## src/rtl/snake_pkg.sv

```systemverilog
// Shared encodings for the snake game sequencer: directions, command bytes, FSM states.
// Latency: none, declarations and pure functions only.
// Backpressure: not applicable.
package snake_pkg;

  // Direction encoding as seen by the segment datapath
  localparam logic [1:0] DIR_RIGHT = 2'b00;
  localparam logic [1:0] DIR_LEFT  = 2'b01;
  localparam logic [1:0] DIR_UP    = 2'b10;
  localparam logic [1:0] DIR_DOWN  = 2'b11;

  // UART command bytes
  localparam logic [7:0] CMD_START   = 8'h53;
  localparam logic [7:0] CMD_RESTART = 8'h52;
  localparam logic [7:0] CMD_PAUSE   = 8'h50;
  localparam logic [7:0] CMD_UP      = 8'h41;
  localparam logic [7:0] CMD_DOWN    = 8'h42;
  localparam logic [7:0] CMD_RIGHT   = 8'h43;
  localparam logic [7:0] CMD_LEFT    = 8'h44;

  typedef enum logic [2:0] {
    ST_IDLE  = 3'd0,
    ST_CLEAR = 3'd1,
    ST_PLAY  = 3'd2,
    ST_PAUSE = 3'd3,
    ST_OVER  = 3'd4
  } state_t;

  // Opposite direction differs only in the low bit within each axis pair
  function automatic logic [1:0] opposite_dir(input logic [1:0] dir);
    return {dir[1], ~dir[0]};
  endfunction

endpackage

```

## src/rtl/snake_turn_fifo.sv

```systemverilog
// Small FIFO of pending turn directions with head and tail peek.
// Latency: push visible at head/tail the cycle after it is written; pop is immediate.
// Backpressure: caller must not push when full unless popping in the same cycle.
module snake_turn_fifo
  import snake_pkg::*;
#(
  parameter int DEPTH = 2
) (
  input  logic       clk,
  input  logic       rstn,
  input  logic       push,
  input  logic [1:0] push_dir,
  input  logic       pop,
  input  logic       flush,
  output logic       full,
  output logic       empty,
  output logic [1:0] head,
  output logic [1:0] tail
);

  localparam int AW = $clog2(DEPTH);

  logic [1:0]    mem [DEPTH];
  logic [AW:0]   wr_ptr;
  logic [AW:0]   rd_ptr;
  logic [AW-1:0] tail_idx;

  // Extra pointer bit distinguishes full from empty when the indices match
  assign empty    = (wr_ptr == rd_ptr);
  assign full     = (wr_ptr[AW] != rd_ptr[AW]) && (wr_ptr[AW-1:0] == rd_ptr[AW-1:0]);
  assign tail_idx = wr_ptr[AW-1:0] - AW'(1);
  assign head     = mem[rd_ptr[AW-1:0]];
  assign tail     = mem[tail_idx];

  // Storage: write the pushed direction at the write index
  always_ff @(posedge clk or negedge rstn) begin
    if (!rstn) begin
      for (int i = 0; i < DEPTH; i++) mem[i] <= DIR_RIGHT;
    end else if (push && !flush) begin
      mem[wr_ptr[AW-1:0]] <= push_dir;
    end
  end

  // Pointers: flush empties the queue, otherwise advance on push/pop
  always_ff @(posedge clk or negedge rstn) begin
    if (!rstn) begin
      wr_ptr <= '0;
      rd_ptr <= '0;
    end else if (flush) begin
      wr_ptr <= '0;
      rd_ptr <= '0;
    end else begin
      if (push) wr_ptr <= wr_ptr + (AW+1)'(1);
      if (pop)  rd_ptr <= rd_ptr + (AW+1)'(1);
    end
  end

endmodule

```

## src/rtl/snake_game_ctrl.sv

```systemverilog
// Snake game sequencer: UART command decode, game FSM, turn filter/queue, step pacing, score.
// Latency: command effect visible 2 cycles after rx_valid rise; move_en 1 cycle after the step tick.
// Backpressure: turn_valid/turn_dir hold until turn_ready; queued turns wait for the next step slot.
module snake_game_ctrl
  import snake_pkg::*;
#(
  parameter int STEP_FRAMES  = 1,
  parameter int TURN_Q_DEPTH = 2,
  parameter int SCORE_W      = 16
) (
  input  logic               clk,
  input  logic               rstn,
  input  logic [7:0]         rx_data,
  input  logic               rx_valid,
  input  logic               frame_tick,
  input  logic               collision,
  input  logic               turn_ready,
  output logic               turn_valid,
  output logic [1:0]         turn_dir,
  output logic               move_en,
  output logic               snake_clear,
  output logic               playing,
  output logic               game_over,
  output logic [SCORE_W-1:0] score,
  output logic [1:0]         cur_dir
);

  localparam logic [7:0] STEP_LAST = 8'(STEP_FRAMES - 1);

  state_t              state_q;
  state_t              state_d;
  logic                rx_valid_q;
  logic                cmd_vld_q;
  logic [7:0]          cmd_byte_q;
  logic                cmd_start;
  logic                cmd_restart;
  logic                cmd_pause;
  logic                cmd_arrow;
  logic [1:0]          cmd_dir;
  logic [7:0]          step_cnt_q;
  logic                move_q;
  logic                slot_q;
  logic                coll_q;
  logic [SCORE_W-1:0]  score_q;
  logic [1:0]          cur_dir_q;
  logic                in_play;
  logic                in_clear;
  logic                step_hit;
  logic                resume;
  logic                q_full;
  logic                q_empty;
  logic                q_push;
  logic                q_pop;
  logic [1:0]          q_head;
  logic [1:0]          q_tail;
  logic [1:0]          ref_dir;

  // Register rx_valid and capture the byte on its rising edge
  always_ff @(posedge clk or negedge rstn) begin
    if (!rstn) begin
      rx_valid_q <= 1'b0;
      cmd_vld_q  <= 1'b0;
      cmd_byte_q <= 8'h00;
    end else begin
      rx_valid_q <= rx_valid;
      cmd_vld_q  <= rx_valid && !rx_valid_q;
      if (rx_valid && !rx_valid_q) cmd_byte_q <= rx_data;
    end
  end

  // Decode the captured byte into one command class
  always_comb begin
    cmd_start   = 1'b0;
    cmd_restart = 1'b0;
    cmd_pause   = 1'b0;
    cmd_arrow   = 1'b0;
    cmd_dir     = DIR_RIGHT;
    if (cmd_vld_q) begin
      case (cmd_byte_q)
        CMD_START:   cmd_start   = 1'b1;
        CMD_RESTART: cmd_restart = 1'b1;
        CMD_PAUSE:   cmd_pause   = 1'b1;
        CMD_UP:      begin cmd_arrow = 1'b1; cmd_dir = DIR_UP;    end
        CMD_DOWN:    begin cmd_arrow = 1'b1; cmd_dir = DIR_DOWN;  end
        CMD_RIGHT:   begin cmd_arrow = 1'b1; cmd_dir = DIR_RIGHT; end
        CMD_LEFT:    begin cmd_arrow = 1'b1; cmd_dir = DIR_LEFT;  end
        default:     ;
      endcase
    end
  end

  // FSM state register
  always_ff @(posedge clk or negedge rstn) begin
    if (!rstn) state_q <= ST_IDLE;
    else       state_q <= state_d;
  end

  // FSM next state and state-derived status outputs; commands outrank the collision check
  always_comb begin
    state_d     = state_q;
    snake_clear = 1'b0;
    playing     = 1'b0;
    game_over   = 1'b0;
    case (state_q)
      ST_IDLE: begin
        if (cmd_start || cmd_restart) state_d = ST_CLEAR;
      end
      ST_CLEAR: begin
        snake_clear = 1'b1;
        state_d     = ST_PLAY;
      end
      ST_PLAY: begin
        playing = 1'b1;
        if (cmd_restart)              state_d = ST_CLEAR;
        else if (cmd_pause)           state_d = ST_PAUSE;
        else if (coll_q && frame_tick) state_d = ST_OVER;
      end
      ST_PAUSE: begin
        if (cmd_restart)    state_d = ST_CLEAR;
        else if (cmd_pause) state_d = ST_PLAY;
      end
      ST_OVER: begin
        game_over = 1'b1;
        if (cmd_restart || cmd_start) state_d = ST_CLEAR;
      end
      default: state_d = ST_IDLE;
    endcase
  end

  assign in_play  = (state_q == ST_PLAY);
  assign in_clear = (state_q == ST_CLEAR);
  assign resume   = (state_q == ST_PAUSE) && (state_d == ST_PLAY);
  // A step only fires if the FSM stays in PLAY, so P/R/game-over suppress it
  assign step_hit = in_play && (state_d == ST_PLAY) && frame_tick && (step_cnt_q == STEP_LAST);

  // Frame counter within the current step
  always_ff @(posedge clk or negedge rstn) begin
    if (!rstn) begin
      step_cnt_q <= 8'd0;
    end else if (in_clear) begin
      step_cnt_q <= 8'd0;
    end else if (in_play && frame_tick) begin
      step_cnt_q <= (step_cnt_q == STEP_LAST) ? 8'd0 : step_cnt_q + 8'd1;
    end
  end

  // Step pulse register feeding move_en one cycle after the completing tick
  always_ff @(posedge clk or negedge rstn) begin
    if (!rstn)         move_q <= 1'b0;
    else if (in_clear) move_q <= 1'b0;
    else               move_q <= step_hit;
  end

  assign move_en = move_q && in_play;

  // Saturating score, one per completed step
  always_ff @(posedge clk or negedge rstn) begin
    if (!rstn)                           score_q <= '0;
    else if (in_clear)                   score_q <= '0;
    else if (move_en && score_q != '1)   score_q <= score_q + SCORE_W'(1);
  end

  // Turn slot: one issue permitted per step; a new step re-arms it
  always_ff @(posedge clk or negedge rstn) begin
    if (!rstn) begin
      slot_q <= 1'b0;
    end else if (in_clear) begin
      slot_q <= 1'b0;
    end else begin
      if (q_pop)   slot_q <= 1'b0;
      if (move_en) slot_q <= 1'b1;
    end
  end

  // Direction last handed to the datapath
  always_ff @(posedge clk or negedge rstn) begin
    if (!rstn)         cur_dir_q <= DIR_RIGHT;
    else if (in_clear) cur_dir_q <= DIR_RIGHT;
    else if (q_pop)    cur_dir_q <= q_head;
  end

  // Sticky collision latch, re-armed by restart or by resuming from pause
  always_ff @(posedge clk or negedge rstn) begin
    if (!rstn)                       coll_q <= 1'b0;
    else if (in_clear || resume)     coll_q <= 1'b0;
    else if (in_play && collision)   coll_q <= 1'b1;
  end

  // Filter compares against the newest queued turn, falling back to the current heading
  assign ref_dir    = q_empty ? cur_dir_q : q_tail;
  assign turn_valid = in_play && slot_q && !q_empty;
  assign turn_dir   = turn_valid ? q_head : DIR_RIGHT;
  assign q_pop      = turn_valid && turn_ready;
  assign q_push     = in_play && cmd_arrow
                   && (cmd_dir != ref_dir)
                   && (cmd_dir != opposite_dir(ref_dir))
                   && (!q_full || q_pop);

  assign score   = score_q;
  assign cur_dir = cur_dir_q;

  snake_turn_fifo #(
    .DEPTH (TURN_Q_DEPTH)
  ) u_turn_fifo (
    .clk      (clk),
    .rstn     (rstn),
    .push     (q_push),
    .push_dir (cmd_dir),
    .pop      (q_pop),
    .flush    (in_clear),
    .full     (q_full),
    .empty    (q_empty),
    .head     (q_head),
    .tail     (q_tail)
  );

endmodule
```

## config.mk

```make
export PLATFORM = sky130hd
export DESIGN_NAME = snake_game_ctrl
export DESIGN_NICKNAME = d
export VERILOG_FILES = /design/src/rtl/snake_pkg.sv /design/src/rtl/snake_turn_fifo.sv /design/src/rtl/snake_game_ctrl.sv
export SDC_FILE = /design/constraint.sdc
export NUM_CORES = 1
export LEC_CHECK = 0
export CORE_MARGIN = 10
export CORE_UTILIZATION = 56
export CTS_BUF_LIST = sky130_fd_sc_hd__clkbuf_4 sky130_fd_sc_hd__clkbuf_8
export CTS_CLUSTER_DIAMETER = 40
export CTS_CLUSTER_SIZE = 24
export DETAILED_ROUTE_END_ITERATION = 8
export MAX_ROUTING_LAYER = met4
export PLACE_DENSITY = 0.82
export SETUP_SLACK_MARGIN = 0.05
export SYNTH_ARGS = -nofsm -noshare
export SYNTH_HDL_FRONTEND = slang
export SYNTH_SLANG_ARGS = --single-unit
export TNS_END_PERCENT = 50
```

## constraint.sdc

```tcl
create_clock -name clk -period 2.5 [get_ports clk]
set_clock_uncertainty 0.1 [all_clocks]
set_input_delay 0.375 -clock clk [delete_from_list [all_inputs] [get_ports clk]]
set_output_delay 0.375 -clock clk [all_outputs]
set_load 0.05 [all_outputs]
```

Word level (Yosys, flattened, before mapping)
Cells that the tools add are included.
- register bits after elaboration: 50
- bits of input ports: 14
- add/subtract/negate cells: 5
- magnitude comparators: 4
- eq/ne operators: 18
- muxes and demuxes: 48
- bitwise logic cells: 4
- reduce and logical (&&, ||, !) cells: 37
- operator list (kind ; number):
    8-bit by 7-bit equality test with 1-bit output (second input constant) ; 7
    16-bit 2-to-1 mux ; 2
    2-bit 2-to-1 mux ; 16
    8-bit 2-to-1 mux ; 3
    1-bit logical AND ; 20
    3-bit 2-to-1 mux ; 6
    1-bit 2-to-1 mux ; 17
    16-bit by 1-bit adder with 16-bit output (second input constant) ; 1
    16-bit != test (second input constant) ; 1
    3-bit one-hot mux with 4 select lines ; 1
    2-bit nonzero test ; 5
    3-bit by 2-bit equality test with 1-bit output (second input constant) ; 3
    8-bit by 1-bit adder with 8-bit output (second input constant) ; 1
    8-bit logical NOT ; 1
    2-bit greater-or-equal comparator (second input constant) ; 3
    1-bit inverter with 2-bit output ; 3
    2-bit one-hot mux with 3 select lines ; 1
    2-bit by 1-bit adder with 2-bit output (second input constant) ; 2
    4-bit bitwise mux ; 1
    1-bit logical NOT ; 4
    2-bit != test ; 2
    4-bit OR reduction ; 1
    3-bit by 1-bit equality test with 1-bit output (second input constant) ; 1
    3-bit equality test (second input constant) ; 1
    11 further kinds ; 13

Logic depth before layout (Yosys ltp)
Gate-level depths: netlist of run 1.
- depth in word-level cells: 12
- mapped depth: 8
- depth with buffers taken out: 7

By module
A second synthesis of run 1 with hierarchy kept.
- cell total of the unflattened synthesis: 281
- area total of the unflattened synthesis: 2819.0 um2
- by module, submodules not included (module ; times used ; cells each ; area each (um2) ; sequential area each (um2)):
    snake_game_ctrl ; 1 ; 247 ; 2388.5 ; 1051.0
    snake_turn_fifo ; 1 ; 34 ; 430.4 ; 200.2

Least setup slack after synthesis of run 1
OpenSTA, ideal clock, no wires.
- path kind: reg-to-output
- start: reg state_q[1]
- end: out turn_dir[0]
- arrival: 2417 ps
- path slack: -392 ps
- stages on the path, launching flop included: 5
- buffers on the path: 1
- path through: dfrtp_1 clkbuf_1 nor3b_2 o211ai_1 nor2_1
- longest elaborated chain between the ends: 4
- RTL lines (item ; line ; text):
    start, declared ; snake_game_ctrl.sv:30 ; state_t state_q;
    start signal, assigned ; snake_game_ctrl.sv:95 ; else state_q <= state_d;
    3-bit by 2-bit equality test with 1-bit output ; snake_game_ctrl.sv:130 ; assign in_play = (state_q == ST_PLAY);
    1-bit logical AND (2 in series) ; snake_game_ctrl.sv:191 ; assign turn_valid = in_play && slot_q && !q_empty;
    2-bit 2-to-1 mux ; snake_game_ctrl.sv:192 ; assign turn_dir = turn_valid ? q_head : DIR_RIGHT;
    end, declared ; snake_game_ctrl.sv:19 ; output logic [1:0] turn_dir,
No other way between the ends.

Worst setup path in the final report of run 1
- start: reg state_q[1]
- end: out game_over
- longest elaborated chain between the ends: 2
- RTL lines (item ; line ; text):
    3-bit equality test ; snake_game_ctrl.sv:104 ; case (state_q)
    1-bit 2-to-1 mux ; snake_game_ctrl.sv:104 ;
    end, declared ; snake_game_ctrl.sv:23 ; output logic game_over,
No other way between the ends.

==> impl_metrics.json, run 1 <==
{
  "status": "finished clean",
  "seq_area_frac_synth": 0.458,
  "share_comb_of_total_power": 0.149,
  "r2r-start": "cmd_byte_q[3]$_DFFE_PN0P_",
  "synth_fa_ha_area_frac": 0.0137,
  "drive_gt1_frac": 0.151,
  "switching_power_w": 0.000446,
  "grt_pass1_wl_um": 10300,
  "slew_viol_final": 0,
  "cp-end-kind": "output port",
  "utilization": 0.714,
  "finalSetupViolCount": 0,
  "grt.total_usage": 0.152,
  "syn_inst": 282,
  "min_to": "cmd_byte_q[6]$_DFFE_PN0P_",
  "hpwl_um": 4400,
  "arrival_ns": 1.91,
  "ioPinCount": 39,
  "ant_nets": 0,
  "first_global_vias": 2248,
  "crit_family": "buffers and inverters",
  "synth_nets": 299,
  "seq_power_share": 0.566,
  "clk_latency_ns": 0.30,
  "fin_area_um2": 3370,
  "coreArea_um2": 4720,
  "syn_area_um2": 2730,
  "dieArea_um2": 8070,
  "cts_buffers": 5,
  "cp_num_buf_inv": 1,
  "start_kind": "register",
  "syn2layout_area_growth_pct": 23.6,
  "place_area_um2": 3250,
  "powerDensity_nw_per_um2": 484,
  "ys_seq_elements": 50,
  "pwr-share-clk": 0.285,
  "vias": 2215,
  "path_clk_slew_ns": 0.08,
  "setup_tns_ns": 0,
  "maxCapViolCount": 0,
  "tightest_slew_ns": 0.530,
  "routedWlPerCell_um": 14.9,
  "antenna_found_initial": 0,
  "ys_warn_count": 0,
  "avgSynthCellArea_um2": 9.68,
  "sw_frac_of_total": 0.273,
  "diodes": 0,
  "routed_wl_um": 5830,
  "place.gp.congestion": 0.876,
  "synthArstFlopShare": 1.00,
  "finalNetCount": 342,
  "synth_compound_area_frac": 0.100,
  "hold-path-cell-count": 1,
  "cts_tree": "built",
  "layout_commonest_cell": "dfrtp_1",
  "clock.fmax_mhz": 420,
  "rows": 25,
  "slowest_stage": "clkdlybuf4s50_1",
  "muxShareOfSynthArea": 0.0683,
  "holdWs_ns": 0.414,
  "rr_worst_depth": 5,
  "path_class": "reg -> out",
  "port_buffers": 38,
  "max_stage_delay_ns": 0.80,
  "cts_root_buffer": "clkbuf_8",
  "clkSinkCount": 50,
  "drtIter0Drc": 94,
  "final_cell_mix": "dfrtp_1 (49), nor2_1 (31), clkdlybuf4s50_1 (31)",
  "grt_max_degree": 29,
  "relSlewSlack": 0.647,
  "path_cells": "nor2_1 -> and2_1 -> clkdlybuf4s50_1",
  "synth-xor-area-share": 0.0738,
  "die_w_um": 89.8,
  "timing.rr.end": "move_q$_DFF_PN0_",
  "power.leakage_nw": 1.42,
  "nFillCells": 330,
  "synth_top_family_by_area": "simple AND/OR/NAND/NOR gates",
  "internal-power_w": 0.00119,
  "viasPerCell": 5.65,
  "cts_buffer_depth": 2,
  "rrSetupSlack_ns": 0.14,
  "start_util": 0.578,
  "dr.pass1.iters": 4,
  "worstPathRequired_ns": 2.03,
  "peakVddDrop_uv": 429,
  "worstHoldStart": "cmd_byte_q[6]$_DFFE_PN0P_",
  "synthFlopType": "dfrtp_1",
  "synth_edf_count": 0,
  "finalCritPeriodShare": 0.952,
  "die_y_um": 89.8,
  "synth.distinct_cells": 54,
  "grt-ovfl-total": 0,
  "period_minus_slack_ns": 2.38,
  "drc": 0,
  "cts-htree-levels": 2,
  "rsz0062_at_grt": "yes",
  "worstPathMaxFanout": 10,
  "hold_violations": 0,
  "hold_path_class": "reg -> reg",
  "synthSimpleGateAreaFrac": 0.255
}
[cell type report]
class                           instances  area [um^2]  share of cell area
Multi-Input combinational cell        211         1410               0.418
Clock buffer                            7         83.8              0.0249
Sequential cell                        50         1250               0.371
Timing Repair Buffer                   50          515               0.153
Inverter                                7         26.3             0.00779
Tap cell                               67         83.8              0.0249
[synth_stat cells, drive strengths merged (4+ instances only)]
cell type,instances,area share
a21oi,6,0.011
and3,5,0.011
buf,6,0.010
clkbuf,8,0.011
dfrtp,50,0.46
inv,7,0.0096
mux2,10,0.043
mux2i,7,0.026
nand2,25,0.034
nand3,13,0.024
nand4,5,0.011
nor2,31,0.043
nor3,12,0.022
nor3b,4,0.013
nor4,5,0.022
o21ai,17,0.031
or3,4,0.0092
xnor2,17,0.055
xor2,6,0.019
[repair_timing]
action	4_1_cts	5_1_grt
setup buffers	0	2
endpoints found under the setup margin	1	8
hold buffers	1	0
endpoints found under the hold margin	22	0
resized for setup	1	2
[worst max path at each step]
stage	from	end	slack, ns	cells past startpoint
after CTS	state_q[2]$_DFF_PN0_	snake_clear	0.07	4
after floorplan	state_q[1]$_DFF_PN0_	turn_dir[0]	-0.13	4
after global placement	cmd_byte_q[3]$_DFFE_PN0P_	move_q$_DFF_PN0_	0.22	5
after detailed placement	cmd_byte_q[3]$_DFFE_PN0P_	move_q$_DFF_PN0_	0.16	5
final	state_q[1]$_DFF_PN0_	game_over	0.12	3
after global routing	state_q[1]$_DFF_PN0_	game_over	0.03	3
[cell families (layout without fill, tap and decap cells)]
kind of cell / Yosys count / in the layout
simple gates: 126 / 126
flops: 50 / 50
compound gates: 42 / 42
xor+xnor: 23 / 23
buf+inv: 21 / 64
mux: 17 / 17
fa+ha+maj: 3 / 3
[power groups by stage]
stage,registers [W],clock network (W),logic [W]
global route,0.000936,0.000515,0.000268
detailed placement,0.000939,0,0.000244
floorplan,0.000922,0,0.000165
CTS,0.000923,0.000482,0.000246
finish,0.000924,0.000465,0.000244
global placement,0.000935,0,0.000237
[metrics by stage]
step                cells  power, W  setup WS (ns)
floorplan             282   0.00109         -0.126
global placement      382   0.00117          0.216
detailed placement    382   0.00118          0.156
CTS                   390   0.00165         0.0702
global route          392   0.00172         0.0259
finish                392   0.00163          0.120
[state kept, by name, summed over array words and instances (netlist names)]
| register | flops |
|---|---|
| step_cnt_q | 8 |
| u_turn_fifo.mem | 4 |
| move_q | 1 |
| u_turn_fifo.wr_ptr | 2 |
| cmd_byte_q | 8 |
| coll_q | 1 |
| cmd_vld_q | 1 |
| rx_valid_q | 1 |
| cur_dir | 2 |
| slot_q | 1 |
| state_q | 3 |
| u_turn_fifo.rd_ptr | 2 |
| score | 16 |
[per-layer routing]
| metal | share of wire | track usage | wire [um] |
|---|---|---|---|
| met5 | 0 | - | 0 |
| met4 | 0.0065 | 0.0404 | 38 |
| met3 | 0.051 | 0.0416 | 299 |
| met2 | 0.48 | 0.245 | 2790 |
| met1 | 0.46 | 0.184 | 2700 |
Power figures use the tool's default switching activity.
==> inputs of run 2 (changes only) <==
--- a/config.mk
+++ b/config.mk
@@ -6,13 +6,12 @@
 export NUM_CORES = 1
 export LEC_CHECK = 0
 export CORE_MARGIN = 10
-export CORE_UTILIZATION = 56
+export CORE_UTILIZATION = 40
 export CTS_BUF_LIST = sky130_fd_sc_hd__clkbuf_4 sky130_fd_sc_hd__clkbuf_8
 export CTS_CLUSTER_DIAMETER = 40
 export CTS_CLUSTER_SIZE = 24
 export DETAILED_ROUTE_END_ITERATION = 8
 export MAX_ROUTING_LAYER = met4
-export PLACE_DENSITY = 0.82
 export SETUP_SLACK_MARGIN = 0.05
 export SYNTH_ARGS = -nofsm -noshare
 export SYNTH_HDL_FRONTEND = slang
==> impl_metrics.json, run 2 (synthesis results as in run 1) <==
{
  "status": "complete, but fails checks",
  "violations": "negative hold slack",
  "cp-end-kind": "output port",
  "rows": 30,
  "cp-startpoint": "state_q[0]$_DFF_PN0_",
  "cts_tree": "built",
  "largest_reg_flops": 16,
  "drive_gt1_frac": 0.146,
  "hold_path_class": "in -> async",
  "crit_family": "simple AND/OR/NAND/NOR gates",
  "vias": 2129,
  "routed_wl_um": 5740,
  "drtIter0Drc": 76,
  "peakVddDrop_uv": 235,
  "dieArea_um2": 10500,
  "clkSinkCount": 50,
  "antenna_found_initial": 0,
  "holdWs_ns": -0.00610,
  "cts_setup_buffers": 0,
  "maxCapViolCount": 0,
  "powerDensity_nw_per_um2": 492,
  "viasPerCell": 5.28,
  "period_minus_slack_ns": 2.37,
  "worstPathMaxFanout": 10,
  "cp_num_buf_inv": 3,
  "timing.rr.end": "move_q$_DFF_PN0_",
  "cts_buffers": 5,
  "start_kind": "register",
  "rr_worst_depth": 5,
  "clock.fmax_mhz": 422,
  "drc": 0,
  "path_clk_slew_ns": 0.10,
  "max_stage_delay_ns": 0.60,
  "worstPathRequired_ns": 2.03,
  "syn2layout_area_growth_pct": 23.7,
  "layout_commonest_cell": "dfrtp_1",
  "path_cells": "or3b_2 -> inv_1 -> buf_4 -> buf_12",
  "power.leakage_nw": 1.43,
  "rrSetupSlack_ns": 0.15,
  "coreArea_um2": 6720,
  "cts-htree-levels": 2,
  "place.gp.congestion": 0.781,
  "hpwl_um": 4360,
  "hold_violations": 5,
  "die_y_um": 103,
  "cts_buffer_depth": 2,
  "diodes": 0,
  "grt-ovfl-total": 0,
  "slew_viol_final": 0,
  "die_w_um": 103,
  "relSlewSlack": 0.558,
  "utilization": 0.503,
  "dr.pass1.iters": 4,
  "fin_ws_ns": 0.128,
  "start_util": 0.406,
  "ioPinCount": 39,
  "path_class": "reg -> out",
  "ant_nets": 0,
  "port_buffers": 38,
  "crit_path_end": "snake_clear",
  "grt_pass1_wl_um": 9580,
  "r2r-start": "cmd_byte_q[3]$_DFFE_PN0P_",
  "tightest_slew_ns": 0.663,
  "slowest_stage": "or3b_2",
  "arrival_ns": 1.90,
  "cts_root_buffer": "clkbuf_8",
  "grt.total_usage": 0.114,
  "finalCritPeriodShare": 0.949,
  "setup_tns_ns": 0,
  "seq_area_um2": 1250,
  "clk_latency_ns": 0.30,
  "finalSetupViolCount": 0,
  "finalNetCount": 339,
  "final_cell_mix": "dfrtp_1 (50), nor2_1 (31), clkdlybuf4s50_1 (30)",
  "grt_max_degree": 30,
  "rsz0062_at_grt": "yes",
  "nFillCells": 620,
  "multi_input_area_um2": 1410,
  "place_ws_ns": 0.0991,
  "routedWlPerCell_um": 14.3,
  "first_global_vias": 2041,
  "crit_cells": 4
}
[run 2: cell types whose count changed in the layout (fill, tap and decap cells not counted), sizes merged]
| cell | before | now |
|---|---|---|
| dlymetal6s2s | 0 | 1 |
| clkinvlp | 0 | 1 |
| clkbuf | 7 | 6 |
| inv | 7 | 8 |
| dlygate4sd3 | 1 | 0 |
| clkdlybuf4s50 | 31 | 30 |
| buf | 18 | 16 |
[run 2: per-layer routing]
metal | vias up | GRT usage | share of wire | wire (um)
li1 | 1087 | - | - | -
met1 | 997 | 0.151 | 0.51 | 2920
met2 | 41 | 0.177 | 0.45 | 2570
met3 | 4 | 0.0235 | 0.038 | 220
met4 | 0 | 0.0249 | 0.0054 | 31
met5 | - | - | 0 | 0
[run 2: worst min path at each step]
| stage | start | endpoint | cells past startpoint |
|---|---|---|---|
| 3_5_place_dp | rstn | u_turn_fifo.mem[3]$_DFFE_PN0P_ | 1 |
| 2_1_floorplan | rstn | cmd_byte_q[0]$_DFFE_PN0P_ | 0 |
| 4_1_cts | rstn | cur_dir[0]$_DFFE_PN0P_ | 1 |
| 3_3_place_gp | rstn | u_turn_fifo.mem[3]$_DFFE_PN0P_ | 1 |
| 6_report | rstn | cur_dir[0]$_DFFE_PN0P_ | 1 |
| 5_1_grt | rstn | step_cnt_q[2]$_DFFE_PN0P_ | 1 |
[run 2: timing repair]
action                                  4_1_cts  5_1_grt
hold buffers                                  0        0
endpoints found under the setup margin        0        9
gates resized for setup                       0        2
[run 2: power breakdown]
group	total [W]	leakage (nW)	switching [W]	internal, W
clock network	0.000509	0.0478	0.000280	0.000228
logic	0.000232	0.720	0.000124	0.000108
registers	0.000922	0.657	0.0000659	0.000856
[run 2: metrics by stage]
stage | cells | power [W] | area (um^2) | hold slack [ns]
floorplan | 282 | 0.00109 | 2740 | -0.0206
global placement | 395 | 0.00117 | 3270 | 0.356
detailed placement | 395 | 0.00117 | 3270 | 0.356
CTS | 403 | 0.00170 | 3370 | 0.0177
global route | 403 | 0.00175 | 3380 | 0.0383
finish | 403 | 0.00166 | 3380 | -0.00610
[run 2: cell type report]
type / count / area share
Inverter: 7 / 0.00778
Multi-Input combinational cell: 211 / 0.417
Timing Repair Buffer: 47 / 0.146
Sequential cell: 50 / 0.370
Clock inverter: 2 / 0.00481
Clock buffer: 6 / 0.0244
Tap cell: 80 / 0.0296
==> inputs of run 3 (changes only) <==
--- a/config.mk
+++ b/config.mk
@@ -12,7 +12,6 @@
 export CTS_CLUSTER_SIZE = 24
 export DETAILED_ROUTE_END_ITERATION = 8
 export MAX_ROUTING_LAYER = met4
-export SETUP_SLACK_MARGIN = 0.05
 export SYNTH_ARGS = -nofsm -noshare
 export SYNTH_HDL_FRONTEND = slang
 export SYNTH_SLANG_ARGS = --single-unit
==> results of run 3 <==
Same layout as run 2 (identical final DEF). Status: complete, but fails checks: negative hold slack.
